$ cat src/rtl/term_iq_pkg.sv
// Shared types and helpers for the terminate issue queue.
// Source slot indices, entry layout and index-width helpers.
package term_iq_pkg;

    localparam int SRC_LO    = 0;
    localparam int SRC_HI    = 1;
    localparam int SRC_FLAGS = 2;

    // Payload and operand state of one queue slot; tags/ROB are kept
    // alongside since their widths are parameters of the queue.
    typedef struct packed {
        logic            valid;
        logic [2:0]      rdy;
        logic [2:0][7:0] vals;
        logic [3:0]      opcode;
        logic [7:0]      offset;
        logic [3:0]      imm;
        logic [7:0]      arch;
        logic [9:0]      phys;
    } term_iq_entry_t;

    function automatic int idx_w(input int depth);
        return (depth > 1) ? $clog2(depth) : 1;
    endfunction

    function automatic int age_w(input int depth);
        return idx_w(depth) + 1;
    endfunction

endpackage

$ cat src/rtl/term_iq_select.sv
// Issue picker: one-hot grant over ready entries plus any-ready.
// TERM_IQ_OLDEST_FIRST_EN selects oldest-first, else lowest index.
module term_iq_select
    import term_iq_pkg::*;
#(
    parameter int DEPTH = 4
) (
    input  logic [DEPTH-1:0]                  req_i,
`ifdef TERM_IQ_OLDEST_FIRST_EN
    input  logic [DEPTH*age_w(DEPTH)-1:0]     age_i,
`endif
    output logic [DEPTH-1:0]                  gnt_o,
    output logic                              any_o
);

`ifdef TERM_IQ_OLDEST_FIRST_EN
    localparam int AW = age_w(DEPTH);

    logic          found;
    logic [AW-1:0] best;

    // Pick the ready entry with the largest age (ties to lowest index)
    always_comb begin
        gnt_o = '0;
        found = 1'b0;
        best  = '0;
        for (int i = 0; i < DEPTH; i++) begin
            if (req_i[i] && (!found || age_i[i*AW +: AW] > best)) begin
                gnt_o    = '0;
                gnt_o[i] = 1'b1;
                best     = age_i[i*AW +: AW];
                found    = 1'b1;
            end
        end
    end
`else
    logic found;

    // Pick the lowest-index ready entry
    always_comb begin
        gnt_o = '0;
        found = 1'b0;
        for (int i = 0; i < DEPTH; i++) begin
            if (req_i[i] && !found) begin
                gnt_o[i] = 1'b1;
                found    = 1'b1;
            end
        end
    end
`endif

    assign any_o = |req_i;

endmodule

$ cat src/rtl/terminate_issue_queue.sv
// Issue queue feeding terminate_pipeline with jump/branch micro-ops.
// Optional oldest-first select via TERM_IQ_OLDEST_FIRST_EN.
module terminate_issue_queue
    import term_iq_pkg::*;
#(
    parameter int DEPTH = 4,
    parameter int TAG_W = 5,
    parameter int ROB_W = 5
) (
    input  logic               clk,
    input  logic               rst_n,
    input  logic               flush,
    input  logic               in_valid,
    output logic               in_ready,
    input  logic [3:0]         in_opcode,
    input  logic [7:0]         in_offset,
    input  logic [3:0]         in_immediate,
    input  logic [3*TAG_W-1:0] in_src_tags,
    input  logic [2:0]         in_src_rdy,
    input  logic [23:0]        in_src_vals,
    input  logic [ROB_W-1:0]   in_rob,
    input  logic [7:0]         in_arch_dest,
    input  logic [9:0]         in_phys_dest,
    input  logic               wake_valid,
    input  logic [TAG_W-1:0]   wake_tag,
    input  logic [7:0]         wake_data,
    output logic               out_valid,
    input  logic               out_ready,
    output logic [3:0]         out_opcode,
    output logic [7:0]         out_offset,
    output logic [3:0]         out_immediate,
    output logic [15:0]        out_reg_base_val,
    output logic [7:0]         out_flag_vals,
    output logic [ROB_W-1:0]   out_rob,
    output logic [7:0]         out_arch_dest,
    output logic [9:0]         out_phys_dest
);

    term_iq_entry_t             entry_q [DEPTH];
    term_iq_entry_t             entry_d [DEPTH];
    logic [2:0][TAG_W-1:0]      tag_q   [DEPTH];
    logic [2:0][TAG_W-1:0]      tag_d   [DEPTH];
    logic [ROB_W-1:0]           rob_q   [DEPTH];
    logic [ROB_W-1:0]           rob_d   [DEPTH];

    logic [2:0][TAG_W-1:0]      in_tags;
    logic [2:0][7:0]            in_vals;
    logic [DEPTH-1:0]           alloc;
    logic                       alloc_found;
    logic [DEPTH-1:0]           rdy_vec;
    logic [DEPTH-1:0]           free_vec;
    logic [DEPTH-1:0]           sel_gnt;
    logic                       sel_any;
    logic [DEPTH-1:0]           gnt;
    logic                       enq;
    logic                       issue;
    logic                       lock_q, lock_d;
    logic [DEPTH-1:0]           lock_gnt_q, lock_gnt_d;

    assign in_tags = in_src_tags;
    assign in_vals = in_src_vals;

    // Per-entry free and fully-ready vectors
    always_comb begin
        free_vec = '0;
        rdy_vec  = '0;
        for (int i = 0; i < DEPTH; i++) begin
            free_vec[i] = !entry_q[i].valid;
            rdy_vec[i]  = entry_q[i].valid & (&entry_q[i].rdy);
        end
    end

    // Lowest-index free slot receives the dispatched micro-op
    always_comb begin
        alloc       = '0;
        alloc_found = 1'b0;
        for (int i = 0; i < DEPTH; i++) begin
            if (free_vec[i] && !alloc_found) begin
                alloc[i]    = 1'b1;
                alloc_found = 1'b1;
            end
        end
    end

    assign in_ready = |free_vec;
    assign enq      = in_valid & in_ready & !flush;

`ifdef TERM_IQ_OLDEST_FIRST_EN
    localparam int AW = age_w(DEPTH);

    logic [AW-1:0]          age_q [DEPTH];
    logic [AW-1:0]          age_d [DEPTH];
    logic [DEPTH*AW-1:0]    age_flat;
    logic [AW-1:0]          iss_age;

    // Ages are dense ranks: enqueue bumps everyone, issue closes the gap
    always_comb begin
        age_flat = '0;
        iss_age  = '0;
        for (int i = 0; i < DEPTH; i++) begin
            age_flat[i*AW +: AW] = age_q[i];
            if (gnt[i]) iss_age = iss_age | age_q[i];
        end
        for (int i = 0; i < DEPTH; i++) begin
            age_d[i] = age_q[i];
            if (entry_q[i].valid) begin
                if (issue && age_q[i] > iss_age) age_d[i] = age_d[i] - 1'b1;
                if (enq) age_d[i] = age_d[i] + 1'b1;
            end
            if (enq && alloc[i]) age_d[i] = '0;
        end
    end

    // Age registers
    always_ff @(posedge clk or negedge rst_n) begin
        if (!rst_n) begin
            for (int i = 0; i < DEPTH; i++) age_q[i] <= '0;
        end else begin
            for (int i = 0; i < DEPTH; i++) age_q[i] <= age_d[i];
        end
    end

    term_iq_select #(.DEPTH(DEPTH)) u_select (
        .req_i (rdy_vec),
        .age_i (age_flat),
        .gnt_o (sel_gnt),
        .any_o (sel_any)
    );
`else
    term_iq_select #(.DEPTH(DEPTH)) u_select (
        .req_i (rdy_vec),
        .gnt_o (sel_gnt),
        .any_o (sel_any)
    );
`endif

    // A stalled grant is held so a newly ready entry cannot preempt it
    always_comb begin
        gnt        = lock_q ? lock_gnt_q : sel_gnt;
        out_valid  = lock_q | sel_any;
        issue      = out_valid & out_ready;
        lock_d     = out_valid & !out_ready & !flush;
        lock_gnt_d = gnt;
    end

    // Next entry state: wakeup, issue clear, enqueue, then flush
    always_comb begin
        for (int i = 0; i < DEPTH; i++) begin
            entry_d[i] = entry_q[i];
            tag_d[i]   = tag_q[i];
            rob_d[i]   = rob_q[i];
            for (int s = 0; s < 3; s++) begin
                if (entry_q[i].valid && !entry_q[i].rdy[s] && wake_valid
                    && tag_q[i][s] == wake_tag) begin
                    entry_d[i].rdy[s]  = 1'b1;
                    entry_d[i].vals[s] = wake_data;
                end
            end
            if (issue && gnt[i]) entry_d[i].valid = 1'b0;
            if (enq && alloc[i]) begin
                entry_d[i].valid  = 1'b1;
                entry_d[i].opcode = in_opcode;
                entry_d[i].offset = in_offset;
                entry_d[i].imm    = in_immediate;
                entry_d[i].arch   = in_arch_dest;
                entry_d[i].phys   = in_phys_dest;
                tag_d[i]          = in_tags;
                rob_d[i]          = in_rob;
                for (int s = 0; s < 3; s++) begin
                    entry_d[i].rdy[s]  = in_src_rdy[s];
                    entry_d[i].vals[s] = in_vals[s];
                    if (!in_src_rdy[s] && wake_valid && in_tags[s] == wake_tag) begin
                        entry_d[i].rdy[s]  = 1'b1;
                        entry_d[i].vals[s] = wake_data;
                    end
                end
            end
            if (flush) entry_d[i].valid = 1'b0;
        end
    end

    // Entry storage and grant lock
    always_ff @(posedge clk or negedge rst_n) begin
        if (!rst_n) begin
            for (int i = 0; i < DEPTH; i++) begin
                entry_q[i] <= '0;
                tag_q[i]   <= '0;
                rob_q[i]   <= '0;
            end
            lock_q     <= 1'b0;
            lock_gnt_q <= '0;
        end else begin
            for (int i = 0; i < DEPTH; i++) begin
                entry_q[i] <= entry_d[i];
                tag_q[i]   <= tag_d[i];
                rob_q[i]   <= rob_d[i];
            end
            lock_q     <= lock_d;
            lock_gnt_q <= lock_gnt_d;
        end
    end

    // AND-OR mux of the granted entry; all zero when nothing is granted
    always_comb begin
        out_opcode       = '0;
        out_offset       = '0;
        out_immediate    = '0;
        out_reg_base_val = '0;
        out_flag_vals    = '0;
        out_rob          = '0;
        out_arch_dest    = '0;
        out_phys_dest    = '0;
        for (int i = 0; i < DEPTH; i++) begin
            if (gnt[i]) begin
                out_opcode       |= entry_q[i].opcode;
                out_offset       |= entry_q[i].offset;
                out_immediate    |= entry_q[i].imm;
                out_reg_base_val |= {entry_q[i].vals[SRC_HI], entry_q[i].vals[SRC_LO]};
                out_flag_vals    |= entry_q[i].vals[SRC_FLAGS];
                out_rob          |= rob_q[i];
                out_arch_dest    |= entry_q[i].arch;
                out_phys_dest    |= entry_q[i].phys;
            end
        end
    end

endmodule
$ cat config.mk
export PLATFORM = sky130hd
export DESIGN_NAME = terminate_issue_queue
export DESIGN_NICKNAME = d
export VERILOG_FILES = /design/src/rtl/term_iq_pkg.sv /design/src/rtl/term_iq_select.sv /design/src/rtl/terminate_issue_queue.sv
export SDC_FILE = /design/constraint.sdc
export NUM_CORES = 1
export LEC_CHECK = 0
export BUFFER_PORTS_ARGS = -buffer_cell sky130_fd_sc_hd__buf_2
export CAP_MARGIN = 20
export CELL_PAD_IN_SITES_DETAIL_PLACEMENT = 1
export CELL_PAD_IN_SITES_GLOBAL_PLACEMENT = 1
export CORE_UTILIZATION = 35
export CTS_CLUSTER_SIZE = 30
export DETAILED_ROUTE_END_ITERATION = 6
export GPL_TIMING_DRIVEN = 0
export HOLD_SLACK_MARGIN = 0.1
export PLACE_DENSITY = 0.76
export SLEW_MARGIN = 15
export SYNTH_ARGS = -nofsm -noshare
export SYNTH_HDL_FRONTEND = slang
export SYNTH_SLANG_ARGS = --single-unit
$ cat constraint.sdc
create_clock -name clk -period 2.71 [get_ports clk]
set_input_delay 0.6775 -clock clk [delete_from_list [all_inputs] [get_ports clk]]
set_output_delay 0.6775 -clock clk [all_outputs]
set_load 0.02 [all_outputs]
==> impl_metrics.env, run 1 <==
export IMPL_syn_area_mm2=0.0157
export IMPL_power_leakage_nw=9.54
export IMPL_dp_hpwl_mm=41.2
export IMPL_finalNonFillerCells=2556
export IMPL_totalNegativeSetupSlack_ps=-23530
export IMPL_fillers=5090
export IMPL_grt_max_degree=102
export IMPL_drive_gt1_share_pct=16.6
export IMPL_synth_ff_type="dfrtp_1"
export IMPL_worst_slack_ps=-514
export IMPL_ys_ff_latch=333
export IMPL_grt_ovfl_total=0
export IMPL_r2r_slack_ps=10
export IMPL_h_tree_depth=2
export IMPL_ios=165
export IMPL_grt_total_usage_pct=26.7
export IMPL_avgSynthCellArea_um2=9.10
export IMPL_syn_nets=1825
export IMPL_yosysUniqueCellTypes=58
export IMPL_setup_violations=63
export IMPL_start_util_pct=35.5
export IMPL_clock_sinks=333
export IMPL_path_class="reg2out"
export IMPL_r2r_worst_path_cells=8
export IMPL_detail_route_wl_per_cell_um=23.4
export IMPL_numCtsBuffers=39
export IMPL_p_per_area_mw_per_mm2=721
export IMPL_synth_edf_count=0
export IMPL_die_height_um=214
export IMPL_grt_setup_unrepaired="true"
export IMPL_clockBufferDepth=3
export IMPL_layout_common_cells="nand2_1, dfrtp_1, buf_2"
export IMPL_final_hold_viol_count=0
export IMPL_post_route_drc_count=5
export IMPL_outcome="complete, but fails checks"
export IMPL_die_area_mm2=0.0457
export IMPL_timing_final_crit_share_pct=119
export IMPL_slew_headroom_pct=34.4
export IMPL_ys_async_sr_fraction_pct=100
export IMPL_antenna_left=0
export IMPL_crit_path_end_kind="primary output"
export IMPL_rr_startpoint="entry_q[247]"
export IMPL_root_buffer="clkbuf_16"
export IMPL_wl_mm=59.8
export IMPL_rows=77
export IMPL_yosys_warnings=0
export IMPL_holdWs_ps=144
export IMPL_max_freq_ghz=0.310
export IMPL_die_x_um=214
export IMPL_crit_path_start_kind="register"
export IMPL_violations="design-rule violations, negative setup slack"
export IMPL_core_area_mm2=0.0442
export IMPL_dr_pass1_iters=7
export IMPL_insertion_delay_ps=560
export IMPL_drv_cap=0
export IMPL_arrival_ps=2550
export IMPL_layout_nets=2034
export IMPL_drv_slew=0
export IMPL_area_delta_synth_final_pct=21.4
export IMPL_min_period_ps=3220
export IMPL_required_ps=2030
export IMPL_antenna_found_initial=6
export IMPL_mostFrequentLayoutCell="nand2_1"
export IMPL_ys_seq_area_share_pct=53.1
export IMPL_place_congestion=0.886
export IMPL_holdCritPathClass="in2async"
export IMPL_grt_pass1_wl_mm=91.5
export IMPL_grt_pass1_vias=15100
export IMPL_via_count=14200
export IMPL_cts_tree="built"
export IMPL_clkSlewWorstSetupHoldPaths_ps=60
export IMPL_fin_worst_skew_ps=22.2
export IMPL_ir_drop_mv=0.384
export IMPL_viasPerCell=5.57
export IMPL_cp_max_fo=7
export IMPL_portBuffers=150
export IMPL_netlist_instances=1725
export IMPL_drt_iter0_markers=1259
export IMPL_regToRegEndpoint="entry_q[178]"
export IMPL_worstMarginPinSlew_ps=985
export IMPL_dp_cells=2470
per-stage QoR:
stage / power (mW) / worst slack, ps / util (%) / area, µm²
global route: 14.3 / -544 / 43.1 / 19100
floorplan: 7.44 / 245 / - / 15700
CTS: 13.8 / -474 / 42.9 / 19000
detailed placement: 8.27 / -824 / 39.1 / 17300
global placement: 8.11 / -5650 / 38.9 / 17200
finish: 13.7 / -514 / 43.1 / 19100
cells in the mapped netlist, types with 2 or more instances:
master / count / area, µm²
o21a_1: 16 / 120
inv_1: 33 / 124
or3_1: 40 / 250
a221oi_1: 6 / 52.6
a41oi_1: 4 / 35.0
buf_1: 28 / 105
a222oi_1: 71 / 711
xnor2_1: 55 / 482
nor2b_1: 2 / 12.5
o21ai_0: 5 / 25.0
nor4_1: 5 / 31.3
nand2b_1: 2 / 12.5
nand4b_1: 3 / 26.3
clkbuf_1: 61 / 229
buf_6: 8 / 90.1
or4_1: 3 / 22.5
nand4_1: 19 / 119
a21oi_1: 26 / 130
nor3b_1: 9 / 67.6
or2_1: 3 / 18.8
nor2_1: 11 / 41.3
buf_2: 24 / 120
nand3_1: 10 / 50.1
o21ai_1: 8 / 40.0
a21o_1: 3 / 22.5
xnor2_2: 2 / 32.5
o32ai_1: 8 / 70.1
buf_4: 3 / 22.5
a221oi_2: 2 / 30.0
nor3_1: 25 / 125
nor4_4: 2 / 42.5
and3b_1: 2 / 17.5
nand2_1: 786 / 2950
xor2_1: 18 / 158
nor4_2: 2 / 25.0
dfrtp_1: 333 / 8330
o32a_1: 16 / 160
a2bb2oi_1: 4 / 35.0
o221a_1: 48 / 541
timing repair:
item                                    4_1_cts  5_1_grt
buffers inserted                             14        3
hold buffers                                  0        0
resized for setup                            93       34
endpoints found under the setup margin       95      144
pin swaps                                    27       14
cloned                                        0        1
cell families after synthesis:
group | Yosys count | share of synthesized area (%)
xor+xnor | 75 | 4.28
buf+inv | 157 | 4.40
flops | 333 | 53.1
compound gates | 225 | 13.3
simple gates | 935 | 25.0
how the worst max path moves through the flow:
stage | start | to | slack [ps] | cells past startpoint
floorplan | entry_q[247] | out_arch_dest[0] | 250 | 7
global route | lock_q | out_reg_base_val[13] | -540 | 7
CTS | entry_q[184] | out_reg_base_val[13] | -470 | 7
finish | entry_q[245] | out_reg_base_val[13] | -510 | 7
detailed placement | entry_q[247] | out_flag_vals[5] | -820 | 8
global placement | rst_n | tag_q[50] | -5650 | 1
power breakdown:
group	internal (mW)	switching (mW)	total, mW
logic	0.834	1.14	1.97
registers	5.78	0.535	6.31
clock network	3.31	2.15	5.46
cell type report:
class / instances / area, µm² / area share [%]
Antenna cell: 4 / 10.0 / 0.0525
Buffer: 122 / 803 / 4.21
Clock buffer: 58 / 1190 / 6.24
Clock inverter: 9 / 123 / 0.643
Inverter: 33 / 124 / 0.650
Multi-Input combinational cell: 1235 / 6720 / 35.2
Sequential cell: 333 / 8340 / 43.7
Tap cell: 592 / 741 / 3.88
Timing Repair Buffer: 170 / 1020 / 5.35
critical path, stage by stage, from the launching register on:
cell and delay (ps):
dfrtp_2 450, a41oi_4 160, a22o_4 260, buf_12 150, buf_8 130, a222oi_1 490
nand2_1 160, buf_6 170
layer usage:
metal | vias up | share of wire (%) | GRT usage, %
met5 | - | 0.064 | 0
met4 | 6 | 3.9 | 12.2
met3 | 119 | 6.9 | 4.77
met2 | 562 | 47 | 42.4
met1 | 7230 | 43 | 35.4
li1 | 6311 | - | -
sequential cells by signal (all words and copies together), names as in the netlist:
name,flops
tag_q,60
rob_q,20
lock_gnt_q,4
lock_q,1
entry_q,248
Power figures use the tool's default switching activity.
==> run 2: changes to the inputs <==
- ABC_AREA: default -> 1
- PLACE_DENSITY: 0.76 -> 0.78
==> impl_metrics.env, run 2 <==
export IMPL_dr_pass1_iters=7
export IMPL_required_ps=2030
export IMPL_cp_top_family="simple AND/OR/NAND/NOR gates"
export IMPL_wl_mm=76.1
export IMPL_largest_reg_flops=248
export IMPL_rows=79
export IMPL_avgSynthCellArea_um2=7.67
export IMPL_max_stage_delay_ps=460
export IMPL_h_tree_depth=2
export IMPL_crit_path_start_kind="register"
export IMPL_yosys_warnings=0
export IMPL_min_period_ps=3180
export IMPL_fillers=5663
export IMPL_netlist_instances=2188
export IMPL_start_util_pct=35.7
export IMPL_drive_gt1_share_pct=21.0
export IMPL_antenna_found_initial=1
export IMPL_synth_edf_count=0
export IMPL_synthTopCellsByArea="dfrtp_1, nand2_1, nand3_1"
export IMPL_core_area_mm2=0.0470
export IMPL_fin_worst_skew_ps=23.8
export IMPL_regMostFlops="entry_q"
export IMPL_r2r_slack_ps=220
export IMPL_place_congestion=0.924
export IMPL_layout_nets=2544
export IMPL_postCtsHoldBufs=0
export IMPL_post_place_ws_ps=-438
export IMPL_ios=165
export IMPL_synth_ff_type="dfrtp_1"
export IMPL_clkSlewWorstSetupHoldPaths_ps=70
export IMPL_grt_pass1_vias=18200
export IMPL_multi_input_area_mm2=0.00762
export IMPL_post_route_drc_count=0
export IMPL_die_height_um=221
export IMPL_worst_slack_ps=-468
export IMPL_die_area_mm2=0.0488
export IMPL_dp_hpwl_mm=50.2
export IMPL_grt_pass1_wl_mm=110
export IMPL_cts_tree="built"
export IMPL_path_class="reg2out"
export IMPL_ir_drop_mv=0.386
export IMPL_slew_headroom_pct=45.6
export IMPL_outcome="complete, but fails checks"
export IMPL_holdCritPathClass="in2async"
export IMPL_syn_nets=2288
export IMPL_syn_area_mm2=0.0168
export IMPL_numCtsBuffers=40
export IMPL_p_total_mw=16.0
export IMPL_crit_top_cell="nand2_2"
export IMPL_largestRegisters="entry_q x248, tag_q x60, rob_q x20"
export IMPL_drv_slew=0
export IMPL_synthTopCellsByCount="nand2_1, nand3_1, dfrtp_1"
export IMPL_cpMaxStageDelayCell="dfrtp_1"
export IMPL_mostFrequentLayoutCell="nand2_1"
export IMPL_viasPerCell=5.71
export IMPL_drv_cap=0
export IMPL_worstMarginPinSlew_ps=816
export IMPL_timing_final_crit_share_pct=117
export IMPL_grt_total_usage_pct=29.4
export IMPL_clock_sinks=333
export IMPL_ys_ff_latch=333
export IMPL_cp_max_fo=5
export IMPL_ys_seq_area_share_pct=49.7
export IMPL_setup_violations=64
export IMPL_layout_common_cells="nand2_1, nand3_1, dfrtp_1"
export IMPL_path_buf_inv=3
export IMPL_antenna_left=0
export IMPL_synth_most_common_cell="nand2_1"
export IMPL_final_hold_viol_count=0
export IMPL_yosysUniqueCellTypes=26
export IMPL_die_x_um=221
export IMPL_root_buffer="clkbuf_16"
export IMPL_arrival_ps=2500
export IMPL_detail_route_wl_per_cell_um=24.7
export IMPL_insertion_delay_ps=580
export IMPL_yosysTopAreaCell="dfrtp_1"
export IMPL_portBuffers=160
export IMPL_p_per_area_mw_per_mm2=741
export IMPL_clockBufferDepth=3
export IMPL_n_antenna_cell=0
export IMPL_power_leakage_nw=10.8
export IMPL_regArea_mm2=0.00834
export IMPL_ys_async_sr_fraction_pct=100
export IMPL_grt_ovfl_total=0
export IMPL_drt_iter0_markers=1707
export IMPL_crit_path_end_kind="primary output"
export IMPL_yosys_area_top_type_share_pct=49.7
export IMPL_grt_max_degree=102
export IMPL_max_freq_ghz=0.315
export IMPL_violations="negative setup slack"
export IMPL_area_delta_synth_final_pct=28.6
export IMPL_cp_cell_sequence="nand2_2, nor2_4, nor2_4, nand2_2, nand2_4, buf_12, buf_8, nand2_2, nand4_1, buf_6"
export IMPL_grt_setup_unrepaired="true"
export IMPL_via_count=17600
run 2: changes by cell type in the layout (fill, tap and decap cells not counted), sizes merged, moves of 57 or more:
cell and change:
nand3 +389, nor2 +57, inv +165, xnor2 -57, a222oi -71, nand4 +73, o21ai +219, nand2 -82
run 2: worst register-to-register path: cells and delay by family (launching register included):
family                 cells  cell delay (ps)
AO/OA/AOI/OAI              1              260
flip-flops                 1              450
AND/OR/NAND/NOR            3              660
buffers and inverters      5              990
run 2: repair_timing:
item | CTS | global route
setup endpoints to repair | 63 | 64
buffers inserted | 23 | 18
pin swaps | 28 | 54
gates resized for setup | 213 | 151
cloned | 3 | 12
run 2: cell families after synthesis:
group / synth area share, %
compound gates: 7.10
xor+xnor: 1.41
buf+inv: 7.90
flops: 49.7
simple gates: 33.9
run 2: worst paths after layout:
check / start / endpoint / depth (start not counted)
max: entry_q[246] / out_flag_vals[7] / 10
min: rst_n / tag_q[18] / 1
max reg2reg: entry_q[123] / entry_q[122] / 9
min reg2reg: entry_q[156] / entry_q[156] / 2
max in group asynchronous: rst_n / entry_q[136] / 4
min in group clk: out_ready / lock_q / 2
run 2: routing by layer:
layer  part of all wire (%)  wire, µm  global-route usage, %
met5                  0.017        13                      0
met4                    4.9      3720                   13.6
met3                    6.9      5230                   4.30
met2                     48     36400                   48.7
met1                     40     30700                   37.8
run 2: cell type report:
class / count / share of cell area (%)
clock buffers: 63 / 5.75
multi-input cells: 1536 / 35.3
inverters: 199 / 3.46
clock inverters: 9 / 0.406
flip-flops and latches: 333 / 38.6
plain buffers: 120 / 4.54
repair buffers: 214 / 8.35
well taps: 607 / 3.52
run 2: power by group:
| part | total [mW] | switching, mW | leakage [nW] | internal [mW] |
|---|---|---|---|---|
| Sequential | 6.75 | 0.742 | 4.28 | 6.01 |
| Combinational | 3.69 | 2.30 | 5.84 | 1.39 |
| Clock | 5.53 | 2.29 | 0.653 | 3.24 |
run 2: through the flow:
stage / utilization, % / cells / setup TNS [ps] / area (µm²) / hold WS [ps]
after floorplan: - / 2188 / 0 / 16800 / 382
after global placement: 39.0 / 2955 / -1899020 / 18300 / 466
after detailed placement: 39.2 / 2958 / -12970 / 18400 / 474
after CTS: 44.1 / 3056 / -10110 / 20700 / 106
after global routing: 45.9 / 3081 / -18150 / 21600 / 130
final: 45.9 / 3081 / -19800 / 21600 / 80.9
==> run 3: changes to the inputs <==
- SETUP_SLACK_MARGIN: default -> 0.4
- SLEW_MARGIN: 15 -> 10
==> impl_metrics.env, run 3 (synthesis results as in run 2) <==
export IMPL_outcome="complete, but fails checks"
export IMPL_violations="negative setup slack"
export IMPL_regMostFlops="entry_q"
export IMPL_cts_tree="built"
export IMPL_post_place_ws_ps=-421
export IMPL_layout_nets=2529
export IMPL_placed_area_mm2=0.0184
export IMPL_ir_drop_mv=0.395
export IMPL_drive_gt1_share_pct=18.6
export IMPL_path_class="reg2out"
export IMPL_clkSlewWorstSetupHoldPaths_ps=60
export IMPL_rr_startpoint="entry_q[123]"
export IMPL_multi_input_area_mm2=0.00735
export IMPL_die_area_mm2=0.0488
export IMPL_viasPerCell=5.54
export IMPL_core_area_mm2=0.0470
export IMPL_r2r_worst_path_cells=7
export IMPL_clockBufferDepth=3
export IMPL_cp_cell_sequence="nand2_2, nor2_4, nor2_2, nand2_2, nand2_8, clkbuf_16, nand3_2, nand4_1, buf_6"
export IMPL_antenna_found_initial=1
export IMPL_required_ps=2030
export IMPL_crit_path_end_kind="primary output"
export IMPL_place_congestion=0.924
export IMPL_r2r_slack_ps=510
export IMPL_use_met1_pct=37.3
export IMPL_die_height_um=221
export IMPL_p_per_area_mw_per_mm2=735
export IMPL_dr_pass1_iters=5
export IMPL_numCtsBuffers=40
export IMPL_detail_route_wl_per_cell_um=22.9
export IMPL_cp_max_fo=8
export IMPL_crit_top_cell="nand2_2"
export IMPL_mostFrequentLayoutCell="nand2_1"
export IMPL_worst_slack_ps=-363
export IMPL_ios=165
export IMPL_busiest_layer="met2"
export IMPL_drt_iter0_markers=1329
export IMPL_fin_worst_skew_ps=26.3
export IMPL_arrival_ps=2400
export IMPL_min_period_ps=3070
export IMPL_drv_slew=0
export IMPL_max_freq_ghz=0.325
export IMPL_use_met3_pct=4.10
export IMPL_h_tree_depth=2
export IMPL_fin_area_mm2=0.0208
export IMPL_final_hold_viol_count=0
export IMPL_setup_violations=63
export IMPL_via_count=17000
export IMPL_antenna_left=0
export IMPL_holdWs_ps=125
export IMPL_power_leakage_nw=10.4
export IMPL_regToRegEndpoint="entry_q[2]"
export IMPL_cpMaxStageDelayCell="dfrtp_1"
export IMPL_regArea_mm2=0.00834
export IMPL_max_stage_delay_ps=390
export IMPL_dp_hpwl_mm=50.2
export IMPL_root_buffer="clkbuf_16"
export IMPL_worstMarginPinSlew_ps=801
export IMPL_slew_headroom_pct=46.6
export IMPL_rows=79
export IMPL_drv_cap=0
export IMPL_holdCritPathClass="in2async"
export IMPL_n_antenna_cell=0
export IMPL_insertion_delay_ps=580
export IMPL_wl_mm=70.0
export IMPL_layout_common_cells="nand2_1, nand3_1, dfrtp_1"
export IMPL_post_route_drc_count=0
export IMPL_largest_reg_flops=248
export IMPL_grt_setup_unrepaired="true"
export IMPL_fillers=5746
export IMPL_portBuffers=160
export IMPL_grt_pass1_wl_mm=107
export IMPL_largestRegisters="entry_q x248, tag_q x60, rob_q x20"
export IMPL_area_delta_synth_final_pct=24.3
export IMPL_grt_max_degree=103
export IMPL_grt_total_usage_pct=28.6
export IMPL_start_util_pct=35.7
export IMPL_grt_ovfl_total=0
export IMPL_clock_sinks=333
export IMPL_crit_path_start_kind="register"
export IMPL_grtUsageMet2_pct=47.1
export IMPL_cp_top_family="simple AND/OR/NAND/NOR gates"
export IMPL_die_x_um=221
export IMPL_timing_final_crit_share_pct=113
export IMPL_grt_pass1_vias=17900
export IMPL_path_buf_inv=2
==> run 3: changes by cell type in the layout (fill, tap and decap cells not counted), sizes merged <==
cell	delta
buf	-11
clkinv	+4
clkbuf	-11
dlygate4sd3	+2
bufinv	-1
==> run 3: worst max path at each step <==
stage / cells after the start / slack [ps] / start / end
2_1_floorplan: 9 / 560 / entry_q[247] / out_arch_dest[0]
3_5_place_dp: 7 / -420 / entry_q[123] / out_flag_vals[6]
3_3_place_gp: 1 / -5720 / rst_n / entry_q[74]
4_1_cts: 9 / -230 / entry_q[123] / out_flag_vals[6]
5_1_grt: 9 / -350 / entry_q[244] / out_flag_vals[7]
6_report: 9 / -360 / entry_q[244] / out_flag_vals[7]
==> run 3: per-layer routing <==
layer  part of all wire, %  vias to the layer above
li1                      -                     7651
met1                    42                     8528
met2                    47                      607
met3                   6.1                      176
met4                   4.4                        2
met5                 0.019                        -
==> run 3: cell type report <==
type                       count  share of cell area (%)
multi-input combinational   1536                    35.3
timing repair buffer         199                    7.11
buffer                       120                    4.33
clock buffer                  58                    5.71
inverter                     199                    3.58
clock inverter                12                   0.372
tap                          607                    3.64
sequential                   333                    40.0
==> run 3: repair_timing <==
item	in CTS	in global routing
resized for setup	199	55
pin swaps	30	39
buffers inserted	20	11
hold buffers	3	0
cloned	2	0
hold endpoints to repair	8	0
setup endpoints to repair	64	93
==> run 3: worst register-to-register path, delay by kind of cell (launching register included) <==
family	cells	cell delay, ps
buf+inv	4	1200
flops	1	440
compound gates	1	220
simple gates	2	180
==> run 3: stage by stage <==
| step | setup TNS (ps) | power, mW | cells | util (%) |
|---|---|---|---|---|
| after floorplan | 0 | 8.39 | 2188 | - |
| final | -15270 | 15.3 | 3064 | 44.4 |
| after CTS | -10710 | 15.3 | 3053 | 43.9 |
| after global routing | -15690 | 16.0 | 3064 | 44.4 |
| after detailed placement | -12530 | 9.63 | 2958 | 39.2 |
| after global placement | -1899020 | 9.43 | 2955 | 39.0 |
==> run 3: power by group <==
part	internal (mW)	switching (mW)
clock network	3.05	2.24
logic	1.27	2.12
registers	6.01	0.646
total	10.3	5.01
